==> src/rtl/matrix_pkg.sv <==
// Shared definitions for the matrix display sequencer: mode and blink-phase
// encodings plus the default matrix geometry.
package matrix_pkg;

    typedef enum logic [1:0] {
        MODE_AUTO   = 2'b00,
        MODE_FORCE  = 2'b01,
        MODE_FREEZE = 2'b10,
        MODE_OFF    = 2'b11
    } mode_e;

    typedef enum logic {
        PHASE_VISIBLE = 1'b0,
        PHASE_BLANK   = 1'b1
    } blink_phase_e;

    localparam int DEFAULT_ROWS = 7;
    localparam int DEFAULT_COLS = 5;

endpackage

==> src/rtl/matrix_tick_divider.sv <==
// Terminal-count tick counter: counts accepted ticks and flags the tick that
// reaches TERMINAL, wrapping back to zero. Clear has priority and suppresses
// the hit in the same cycle.
module matrix_tick_divider #(
    parameter int TERMINAL = 4
) (
    input  logic clock,
    input  logic reset_n,
    input  logic clear,
    input  logic tick,
    output logic hit
);

    localparam int CNT_W = $clog2(TERMINAL + 1);

    logic [CNT_W-1:0] cnt_q;
    logic [CNT_W-1:0] cnt_d;

    // Next count and terminal-count detection.
    always_comb begin
        cnt_d = cnt_q;
        hit   = 1'b0;
        if (clear) begin
            cnt_d = '0;
        end else if (tick) begin
            if (cnt_q == CNT_W'(TERMINAL - 1)) begin
                cnt_d = '0;
                hit   = 1'b1;
            end else begin
                cnt_d = cnt_q + CNT_W'(1);
            end
        end
    end

    // Counter register.
    always_ff @(posedge clock or negedge reset_n) begin
        if (!reset_n) begin
            cnt_q <= '0;
        end else begin
            cnt_q <= cnt_d;
        end
    end

endmodule

==> src/rtl/matrix_display_sequencer.sv <==
// Rotates a ROWSxCOLS LED matrix through NUM_PAGES images with a tick-based
// dwell timer, force/freeze/off modes and an alarm blink overlay. All outputs
// are registered and mutually aligned, one cycle behind their inputs.
module matrix_display_sequencer
    import matrix_pkg::*;
#(
    parameter int ROWS        = DEFAULT_ROWS,
    parameter int COLS        = DEFAULT_COLS,
    parameter int NUM_PAGES   = 2,
    parameter int DWELL_TICKS = 4,
    parameter int BLINK_TICKS = 1,
    localparam int FRAME_W    = ROWS * COLS,
    localparam int PAGE_W     = (NUM_PAGES > 1) ? $clog2(NUM_PAGES) : 1
) (
    input  logic                           clock,
    input  logic                           reset_n,
    input  logic                           tick,
    input  logic [NUM_PAGES*FRAME_W-1:0]   page_data,
    input  logic [1:0]                     mode,
    input  logic [PAGE_W-1:0]              force_page,
    input  logic                           alarm,
    output logic [FRAME_W-1:0]             columns,
    output logic [PAGE_W-1:0]              active_page,
    output logic                           page_advance,
    output logic                           blank
);

    mode_e                mode_s;

    logic                 was_auto_q;
    logic                 was_auto_d;
    logic                 dwell_clear;
    logic                 dwell_tick;
    logic                 dwell_hit;
    logic                 blink_clear;
    logic                 blink_tick;
    logic                 blink_hit;

    blink_phase_e         blink_phase_q;
    blink_phase_e         blink_phase_d;
    logic [PAGE_W-1:0]    active_page_q;
    logic [PAGE_W-1:0]    active_page_d;
    logic                 page_advance_q;
    logic                 page_advance_d;
    logic                 blank_q;
    logic                 blank_d;
    logic [FRAME_W-1:0]   columns_q;
    logic [FRAME_W-1:0]   columns_d;
    logic [FRAME_W-1:0]   page_frame;

    logic [FRAME_W-1:0]   page_frames [NUM_PAGES];

    // Unpack the flat page bus into one frame per page.
    generate
        for (genvar gi = 0; gi < NUM_PAGES; gi++) begin : g_page_unpack
            assign page_frames[gi] = page_data[gi*FRAME_W +: FRAME_W];
        end
    endgenerate

    // Timer control: the dwell timer runs only in AUTO, holds in FREEZE and is
    // zeroed otherwise; the first AUTO cycle after another mode restarts the
    // dwell so a full period elapses before the next advance. The blink timer
    // runs only while alarm is raised and the display is not OFF.
    always_comb begin
        mode_s      = mode_e'(mode);
        was_auto_d  = (mode_s == MODE_AUTO);
        dwell_tick  = tick && (mode_s == MODE_AUTO);
        dwell_clear = (mode_s == MODE_FORCE) || (mode_s == MODE_OFF) ||
                      ((mode_s == MODE_AUTO) && !was_auto_q);
        blink_clear = !alarm || (mode_s == MODE_OFF);
        blink_tick  = tick && alarm && (mode_s != MODE_OFF);
    end

    matrix_tick_divider #(
        .TERMINAL (DWELL_TICKS)
    ) u_dwell_timer (
        .clock   (clock),
        .reset_n (reset_n),
        .clear   (dwell_clear),
        .tick    (dwell_tick),
        .hit     (dwell_hit)
    );

    matrix_tick_divider #(
        .TERMINAL (BLINK_TICKS)
    ) u_blink_timer (
        .clock   (clock),
        .reset_n (reset_n),
        .clear   (blink_clear),
        .tick    (blink_tick),
        .hit     (blink_hit)
    );

    // Page selection, advance pulse, blink phase, blanking and frame mux.
    always_comb begin
        active_page_d  = active_page_q;
        page_advance_d = 1'b0;
        blink_phase_d  = blink_phase_q;
        page_frame     = '0;

        case (mode_s)
            MODE_AUTO: begin
                if (dwell_hit && (NUM_PAGES > 1)) begin
                    page_advance_d = 1'b1;
                    if (active_page_q == PAGE_W'(NUM_PAGES - 1)) begin
                        active_page_d = '0;
                    end else begin
                        active_page_d = active_page_q + PAGE_W'(1);
                    end
                end
            end
            MODE_FORCE: begin
                // Out-of-range requests fall back to the first page.
                if ({1'b0, force_page} >= (PAGE_W + 1)'(NUM_PAGES)) begin
                    active_page_d = '0;
                end else begin
                    active_page_d = force_page;
                end
            end
            default: begin
                // FREEZE and OFF keep the current page.
            end
        endcase

        if (blink_clear) begin
            blink_phase_d = PHASE_VISIBLE;
        end else if (blink_hit) begin
            blink_phase_d = (blink_phase_q == PHASE_VISIBLE) ? PHASE_BLANK : PHASE_VISIBLE;
        end

        blank_d = (mode_s == MODE_OFF) || (blink_phase_d == PHASE_BLANK);

        for (int p = 0; p < NUM_PAGES; p++) begin
            if (active_page_d == PAGE_W'(p)) begin
                page_frame = page_frames[p];
            end
        end

        columns_d = blank_d ? '0 : page_frame;
    end

    // State and output registers; reset leaves the display dark on page 0.
    always_ff @(posedge clock or negedge reset_n) begin
        if (!reset_n) begin
            was_auto_q     <= 1'b1;
            blink_phase_q  <= PHASE_VISIBLE;
            active_page_q  <= '0;
            page_advance_q <= 1'b0;
            blank_q        <= 1'b1;
            columns_q      <= '0;
        end else begin
            was_auto_q     <= was_auto_d;
            blink_phase_q  <= blink_phase_d;
            active_page_q  <= active_page_d;
            page_advance_q <= page_advance_d;
            blank_q        <= blank_d;
            columns_q      <= columns_d;
        end
    end

    assign columns      = columns_q;
    assign active_page  = active_page_q;
    assign page_advance = page_advance_q;
    assign blank        = blank_q;

endmodule

==> config.mk <==
export PLATFORM = sky130hd
export DESIGN_NAME = matrix_display_sequencer
export DESIGN_NICKNAME = d
export VERILOG_FILES = /design/src/rtl/matrix_pkg.sv /design/src/rtl/matrix_tick_divider.sv /design/src/rtl/matrix_display_sequencer.sv
export SDC_FILE = /design/constraint.sdc
export NUM_CORES = 1
export LEC_CHECK = 0
export ABC_AREA = 1
export CAP_MARGIN = 20
export CORE_ASPECT_RATIO = 0.7
export CORE_MARGIN = 2
export CORE_UTILIZATION = 39
export DETAILED_ROUTE_END_ITERATION = 8
export GPL_TIMING_DRIVEN = 1
export HOLD_SLACK_MARGIN = 0.1
export PLACE_DENSITY = 0.81
export RECOVER_POWER = 50
export SYNTH_ARGS = -nofsm -noshare
export SYNTH_HDL_FRONTEND = slang
export SYNTH_HIERARCHICAL = 1
export SYNTH_SLANG_ARGS = --single-unit
==> constraint.sdc <==
create_clock -name clock -period 2.4 [get_ports clock]
set_input_delay 0.36 -clock clock [delete_from_list [all_inputs] [get_ports clock]]
set_output_delay 0.36 -clock clock [all_outputs]
set_load 0.02 [all_outputs]
==> results_dict.tcl <==
set metrics [dict create \
    skew_ns 0.0112 \
    root_buffer "clkbuf_8" \
    drc 0 \
    maxCapViolations 0 \
    worstPathArrival_ns 2.19 \
    ys_seq_area_share_pct 50.1 \
    antenna_found_initial 0 \
    cts_tree "done" \
    fin_tns_setup_ns 0 \
    holdCritPathClass "in -> async" \
    cts_resized 0 \
    io_buffers 114 \
    clock_path_buffers 2 \
    syn_area_um2 2150 \
    htree_levels 2 \
    critPathKind "in -> reg" \
    area_delta_synth_final_pct 62.5 \
    ctsHoldBuffers 0 \
    worst_slack_ns 0.422 \
    vias_per_cell 4.53 \
    power.leakage_nw 1.78 \
    min_period_over_period_pct 82.4 \
    finalNonFillerCells 473 \
    clkTransAtPathRegs_ns 0.09 \
    worstPathRequired_ns 2.62 \
    slowest_delay_ns 0.49 \
    tightest_slew_ns 0.941 \
    hold_viol 0 \
    die_y_um 66.2 \
    syn_nets 357 \
    ys_ff_latch 43 \
    die_width_um 92.8 \
    grt-ovfl-total 0 \
    holdWs_ns 0.193 \
    rsz0062_at_grt "false" \
    fin_area_um2 3500 \
    grt_pass1_wl_um 9500 \
    rows 22 \
    irDropWorstVdd_mv 0.269 \
    wl_per_cell_um 12.4 \
    first_pass_iters 4 \
    slowest_stage "clkdlybuf4s50_1" \
    drt-total-wl_um 5860 \
    insertion_delay_ns 0.29 \
    critical_path.cell_chain "clkdlybuf4s50_1 > nor3_1 > nand2_1 > nor3_1 > nand2_1 > nand2_1 > nor2_1 > nor2_4 > buf_4 > nor2_1 > nor2_1" \
    track_usage_pct 19.7 \
    vias 2144 \
    gp_congestion 0.747 \
    grt_max_degree 44 \
    die_area_um2 6140 \
    status "complete, no violations" \
    cts_buffers 5 \
    fmaxAchievable_mhz 506 \
    cts_setup_buffers 0 \
    path_buf_inv 2 \
    finalSetupViolations 0 \
    boundaryPins 115 \
    pwr_density_cell_nw_per_um2 557 \
    drt_iter0_markers 62 \
    design.core.area_um2 5290 \
    grt_pass1_vias 2112 \
    fin_crit_ns 1.98 \
    cp_max_fo 9 \
    antenna_left 0 \
    syn_inst 279 \
    crit_path_end_kind "register" \
    dpl-instance-area_um2 3420 \
    diodes 0 \
    critPathTopFamily "simple AND/OR/NAND/NOR gates" \
    start_kind "input pin" \
    slew_headroom_pct 37.2 \
    dpl.cell_count 465 \
    yosysUniqueCellTypes 20 \
    avgSynthCellArea_um2 7.72 \
    post-place-ws_ns 0.140 \
    finalMaxSlewViolations 0 \
    drive_gt1_share_pct 8.73 \
    start_util_pct 40.7 \
    cts_sinks 43 \
    yosys_warnings 6 \
    nNetsFinal 478 \
    dp_hpwl_um 4330 \
]
==> final cells by class <==
type | instances | area [um^2]
clock buffers | 6 | 72.6
clock inverters | 2 | 12.5
fillers | 452 | 1790
inverters | 45 | 169
multi-input cells | 176 | 815
flip-flops and latches | 43 | 1080
well taps | 72 | 90.1
repair buffers | 129 | 1260
==> metrics by stage <==
| step | power (mW) | utilization (%) |
|---|---|---|
| 2_1_floorplan | 1.16 | - |
| 3_3_place_gp | 1.51 | 64.7 |
| 3_5_place_dp | 1.53 | 64.7 |
| 4_1_cts | 1.98 | 66.3 |
| 5_1_grt | 2.05 | 66.2 |
| 6_report | 1.95 | 66.2 |
==> cells by family (layout without fill, tap and decap cells) <==
group | after synthesis | count (layout) | synth area share (%)
fa+ha+maj | 1 | 1 | 0.581
buf+inv | 60 | 182 | 11.9
compound gates | 2 | 2 | 0.464
xor+xnor | 1 | 1 | 0.407
flops | 43 | 43 | 50.1
simple gates | 172 | 172 | 36.6
==> report_power, final <==
| group | internal (mW) | switching, mW |
|---|---|---|
| combinational | 0.330 | 0.330 |
| clock | 0.204 | 0.248 |
| sequential | 0.810 | 0.0257 |
| total | 1.34 | 0.604 |
==> cell usage in the layout, fill, tap and decap left out <==
master,netlist,final
buf_12,0,1
buf_2,3,1
nor2_1,75,76
nand2_1,47,48
clkinv_2,0,1
clkbuf_4,0,2
inv_1,45,45
nand3_1,1,1
o21ai_0,1,1
buf_4,0,12
nor2_2,6,5
dfrtp_1,41,41
clkbuf_1,9,1
clkbuf_8,0,5
clkdlybuf4s50_1,0,100
nand4_1,35,35
dfstp_2,2,2
dlygate4sd3_1,0,13
ha_1,1,1
nor3_1,2,2
nand2_2,3,2
nor2_4,2,2
clkinvlp_4,0,1
nand3_4,1,1
a21oi_1,1,1
xnor2_1,1,1
==> state kept, by name, indices dropped and copies added, names as in the netlist <==
register	flops
blink_phase_q	1
was_auto_q	1
blank	1
active_page	1
columns	35
page_advance	1
u_dwell_timer/cnt_q	3
==> per-layer routing <==
layer / wire length [um] / track usage, % / up-vias
met5: 0 / 0 / -
met4: 45 / 4.41 / 0
met3: 424 / 5.36 / 5
met2: 2730 / 34.5 / 72
met1: 2660 / 24.4 / 968
li1: - / - / 1099
==> worst paths after layout <==
| path | from | endpoint | slack, ns | cells past startpoint |
|---|---|---|---|---|
| max | mode[1] | columns[20]$_DFF_PN0_ | 0.42 | 11 |
| min in group clock | u_dwell_timer/cnt_q[1]$_DFFE_PN0P_ | u_dwell_timer/cnt_q[1]$_DFFE_PN0P_ | 0.52 | 2 |
| min reg2reg | u_dwell_timer/cnt_q[1]$_DFFE_PN0P_ | u_dwell_timer/cnt_q[1]$_DFFE_PN0P_ | 0.52 | 2 |
| max in group asynchronous | reset_n | blank$_DFF_PN1_ | 1.44 | 2 |
| min | reset_n | blink_phase_q$_DFF_PN0_ | 0.19 | 1 |
| max reg2reg | was_auto_q$_DFF_PN1_ | columns[20]$_DFF_PN0_ | 0.66 | 9 |
==> synthesized netlist by cell type (all sizes together) <==
cell type | instances | share of area [%]
ha | 1 | 0.58
a21oi | 1 | 0.23
clkbuf | 9 | 1.6
buf | 6 | 2.4
inv | 45 | 7.8
o21ai | 1 | 0.23
xnor2 | 1 | 0.41
nand4 | 35 | 10
dfstp | 2 | 2.4
dfrtp | 41 | 48
nand3 | 2 | 1.0
nor3 | 2 | 0.46
nor2 | 83 | 16
nand2 | 50 | 9.1
Note: power is estimated with default switching activity, not from simulation.
